File: src/rtl/seq_det_pkg.sv
// Shared constants, state type and helpers for the serial pattern detector.
package seq_det_pkg;

  localparam int unsigned DefPatLen  = 6;
  localparam int unsigned DefCntW    = 8;
  localparam logic [5:0]  DefPattern = 6'b101001;

  typedef enum logic [0:0] {
    StFilling,
    StArmed
  } det_state_e;

  // Width needed to hold a fill count of 0..pat_len inclusive.
  function automatic int unsigned fill_width(input int unsigned pat_len);
    return $clog2(pat_len + 1);
  endfunction

endpackage

File: src/rtl/sat_counter.sv
// Saturating up-counter with a sticky saturation flag and synchronous clear.
module sat_counter #(
  parameter int unsigned WIDTH = 8
) (
  input  logic             clk,
  input  logic             rst,
  input  logic             inc,
  input  logic             clr,
  output logic [WIDTH-1:0] q,
  output logic             sat
);

  always_ff @(posedge clk or posedge rst) begin
    if (rst) begin
      q   <= '0;
      sat <= 1'b0;
    end else if (clr) begin
      q   <= '0;
      sat <= 1'b0;
    end else if (inc) begin
      // Hold at all-ones; the increment that would wrap raises the flag instead.
      if (q == {WIDTH{1'b1}}) begin
        sat <= 1'b1;
      end else begin
        q <= q + WIDTH'(1);
      end
    end
  end

endmodule

File: src/rtl/seq_detector.sv
// Serial bit-pattern detector with runtime-loadable pattern, overlap mode and
// saturating match counter.
module seq_detector
  import seq_det_pkg::*;
#(
  parameter int unsigned         PAT_LEN = DefPatLen,
  parameter logic [PAT_LEN-1:0]  PATTERN = PAT_LEN'(DefPattern),
  parameter bit                  OVERLAP = 1'b1,
  parameter int unsigned         CNT_W   = DefCntW
) (
  input  logic               clk,
  input  logic               rst,
  input  logic               in_valid,
  input  logic               in_bit,
  input  logic               cfg_we,
  input  logic [PAT_LEN-1:0] cfg_pattern,
  input  logic               cfg_overlap,
  input  logic               cnt_clr,
  output logic               tone,
  output logic [CNT_W-1:0]   match_count,
  output logic               cnt_sat
);

  localparam int unsigned      FillW    = fill_width(PAT_LEN);
  localparam logic [FillW-1:0] FillFull = FillW'(PAT_LEN);

  det_state_e         state_q, state_d;
  logic [FillW-1:0]   fill_q, fill_d, fill_next;
  logic [PAT_LEN-1:0] hist_q, hist_d, hist_next;
  logic [PAT_LEN-1:0] pattern_q, pattern_d;
  logic               overlap_q, overlap_d;
  logic               tone_q;
  logic               match;

  always_comb begin
    state_d   = state_q;
    fill_d    = fill_q;
    hist_d    = hist_q;
    pattern_d = pattern_q;
    overlap_d = overlap_q;
    match     = 1'b0;
    hist_next = {hist_q[PAT_LEN-2:0], in_bit};
    fill_next = (state_q == StArmed) ? FillFull : fill_q + FillW'(1);

    if (cfg_we) begin
      // New configuration restarts the window; the bit on this cycle is dropped.
      pattern_d = cfg_pattern;
      overlap_d = cfg_overlap;
      fill_d    = '0;
      hist_d    = '0;
      state_d   = StFilling;
    end else if (in_valid) begin
      match  = (fill_next == FillFull) && (hist_next == pattern_q);
      hist_d = hist_next;
      fill_d = fill_next;
      case (state_q)
        StFilling: if (fill_next == FillFull) state_d = StArmed;
        StArmed:   state_d = StArmed;
        default:   state_d = StFilling;
      endcase
      if (match && !overlap_q) begin
        fill_d  = '0;
        state_d = StFilling;
      end
    end
  end

  always_ff @(posedge clk or posedge rst) begin
    if (rst) begin
      state_q   <= StFilling;
      fill_q    <= '0;
      hist_q    <= '0;
      pattern_q <= PATTERN;
      overlap_q <= OVERLAP;
      tone_q    <= 1'b0;
    end else begin
      state_q   <= state_d;
      fill_q    <= fill_d;
      hist_q    <= hist_d;
      pattern_q <= pattern_d;
      overlap_q <= overlap_d;
      tone_q    <= match;
    end
  end

  sat_counter #(
    .WIDTH(CNT_W)
  ) u_match_cnt (
    .clk(clk),
    .rst(rst),
    .inc(match),
    .clr(cnt_clr),
    .q  (match_count),
    .sat(cnt_sat)
  );

  assign tone = tone_q;

endmodule

File: config.mk
export PLATFORM = sky130hd
export DESIGN_NAME = seq_detector
export DESIGN_NICKNAME = d
export VERILOG_FILES = /design/src/rtl/seq_det_pkg.sv /design/src/rtl/sat_counter.sv /design/src/rtl/seq_detector.sv
export SDC_FILE = /design/constraint.sdc
export NUM_CORES = 1
export LEC_CHECK = 0
export ABC_AREA = 0
export CAP_MARGIN = 10
export CORE_MARGIN = 10
export CORE_UTILIZATION = 46
export CTS_CLUSTER_SIZE = 14
export DETAILED_ROUTE_END_ITERATION = 16
export PLACE_DENSITY = 0.74
export SETUP_SLACK_MARGIN = 0.5
export SYNTH_ARGS = -nofsm -noshare
export SYNTH_HDL_FRONTEND = slang
export SYNTH_SLANG_ARGS = --single-unit
File: constraint.sdc
create_clock -name clk -period 1.8 [get_ports clk]
set_clock_uncertainty 0.05 [all_clocks]
set_input_delay 0.18 -clock clk [delete_from_list [all_inputs] [get_ports clk]]
set_output_delay 0.18 -clock clk [all_outputs]
set_load 0.005 [all_outputs]
==> metrics <==
initial drt markers 52; die area 5300 sq um; path type of the worst min-delay path in2async; final net count 193; Placed Cells 194; CP Data Required Time 1990 ps; CTS Buf Count 3; Initial Util 0.473; setup_tns -1650 ps; most frequent cells after synthesis dfrtp_1, nor2_1, a21oi_1, mux2_2, xnor2_1; Fin. Hold Viols 0; hold slack final 149 ps; VDD IR-drop max 438 uV; Detailed Routing Iterations Pass 1 5; die width 72.8 um; vias in the first global route 1217; final setup margin -224 ps; Seq cells post-synth 26; total of max-cap violations 0; top-area cell type share of the netlist area 0.430; top-count cell post-synth dfrtp_1; Post-synth EDFFs 0; Seq/Total Area, Yosys 0.512; max frequency 494 MHz; Leak Pwr 0.818 nW; RSZ-0062 raised after global routing yes; Mapped Area 1280 sq um; Placement Setup Slack -355 ps; clock-pin slew on the worst setup and hold paths 140 ps; Syn Inst Count 123; area grow syn2layout 44.9%; status complete, but fails checks; Mean Syn Cell Area 10.4 sq um; R2R cell count 7; Main synth FF type dfrtp_1; Synth cell types 31; layout cell share with drive strength beyond 1 0.384; Async SR Flop Fraction 1.00; pin count of the biggest net entering global routing 27; CP Launch Type register; clk root buf clkbuf_4; drt drc 0; I/O Buffers 22; die height 72.8 um; Non-Filler Instances 208; first-pass GRT wire length 5.25 mm; FF-to-FF setup slack -220 ps; worst skew pair latency 310 ps; FF-to-FF Start fill_q[0]; TritonCTS Sinks 26; diode count 0; Tot GR Track Use 0.121; Slew Limit Fails 0; failing checks setup timing; mean routed wirelength per cell 14.9 um; H-Tree Depth 1; Max clock buf depth 2; Core ar. 2710 sq um; synth warn 0; grt total ovfl 0; pwr/cell area 627 nW/um^2; top post-synthesis cells by area dfrtp_1, dfstp_2, mux2_2; critical setup path kind reg2reg; hpwl dp 2.20 mm; reg2reg end u_match_cnt.q[0]; syn nets 138; area leader, netlist dfrtp_1; RePlAce Congestion 0.912; Crit Path Max Fanout 5; via/cell ratio 5.45; # setup viols final 9; Worst-Margin Slew 406 ps; Final ANT Viol Nets 0; worst endpoint data arrival time 2210 ps; Vias 1133; initial antenna violation count 0; WL final 3.10 mm; TritonCTS clock tree done; Slew HR 0.728; fin crit share 1.12; post-layout min period 2020 ps; Power Total 1.16 mW; total I/O pin count 23; cell row count 19; crit end category register
[layout by cell type (no fill, tap or decap), drive strengths merged, types with 2 or more instances in the layout]
cell,instances
buf,35
dfrtp,22
nor2,14
clkdlybuf4s50,12
a21oi,11
mux2,7
xnor2,7
nand3,6
clkbuf,6
mux2i,5
inv,5
nand2,5
o21ai,4
dfstp,4
nor3,4
clkdlybuf4s15,3
or3,3
a211oi,3
nand4,2
o31ai,2
a41oi,2
o21a,2
dlygate4sd2,2
ha,2
[worst max path at each step]
stage                   start                to  slack (ps)  cells after the start
CTS                 fill_q[0]  u_match_cnt.q[4]        -220                      7
detailed placement   in_valid  u_match_cnt.q[2]        -350                      8
finish              fill_q[0]  u_match_cnt.q[0]        -220                      7
global placement     in_valid  u_match_cnt.q[7]        -300                      8
floorplan           fill_q[0]  u_match_cnt.q[4]        -150                      7
global route        fill_q[0]  u_match_cnt.q[2]        -320                      8
[metrics by stage]
step | instance area (sq um) | utilization
2_1_floorplan | 1310 | -
3_3_place_gp | 1710 | 0.631
3_5_place_dp | 1710 | 0.631
4_1_cts | 1840 | 0.678
5_1_grt | 1860 | 0.685
6_report | 1860 | 0.685
[cells by family after synthesis]
group,after synthesis,synth area share
AOI/OAI and AO/OA,28,0.144
xor gates and xnor gates,7,0.0479
adders and majority gates,2,0.0195
buffers and inverters,11,0.0400
DFF,26,0.512
muxes,12,0.101
and+or+nand+nor,37,0.137
[registers in the layout, indices dropped and copies added (netlist names)]
| name | cells |
|---|---|
| hist_q | 5 |
| u_match_cnt.q | 8 |
| pattern_q | 6 |
| tone | 1 |
| overlap_q | 1 |
| state_q | 1 |
| u_match_cnt.sat | 1 |
| fill_q | 3 |
[routing by layer]
layer  share of wire  vias up  track usage
met4           0.014        0       0.0527
met1            0.40      556        0.132
met3           0.061        6       0.0490
li1                -      550            -
met5               0        -            0
met2            0.52       21        0.203
[critical path, stage by stage, from the launching register on]
cell	delay (ps)
dfrtp_1	430
ha_4	280
nand4b_1	100
o32a_1	170
or3_4	350
buf_6	140
or3_4	320
a21oi_2	110
[power by group]
part / total, mW / switching [mW] / leakage, nW / internal [mW]
clock: 0.389 / 0.164 / 0.0279 / 0.225
sequential: 0.631 / 0.0182 / 0.337 / 0.613
combinational: 0.144 / 0.0599 / 0.453 / 0.0840
[timing repair]
action | CTS | global route
endpoints found under the setup margin | 23 | 19
cloned | 1 | 0
pin swaps | 5 | 4
hold buffers | 0 | 0
gates resized for setup | 26 | 12
setup buffers | 7 | 2
endpoints found under the hold margin | 0 | 0
[final cells by class]
cell class	count	area, sq um
Fill cell	215	853
Sequential cell	26	658
Multi-Input combinational cell	86	634
Timing Repair Buffer	55	449
Tap cell	31	38.8
Clock inverter	1	30.0
Inverter	6	23.8
Clock buffer	3	22.5
(Power assumes the default switching activity.)
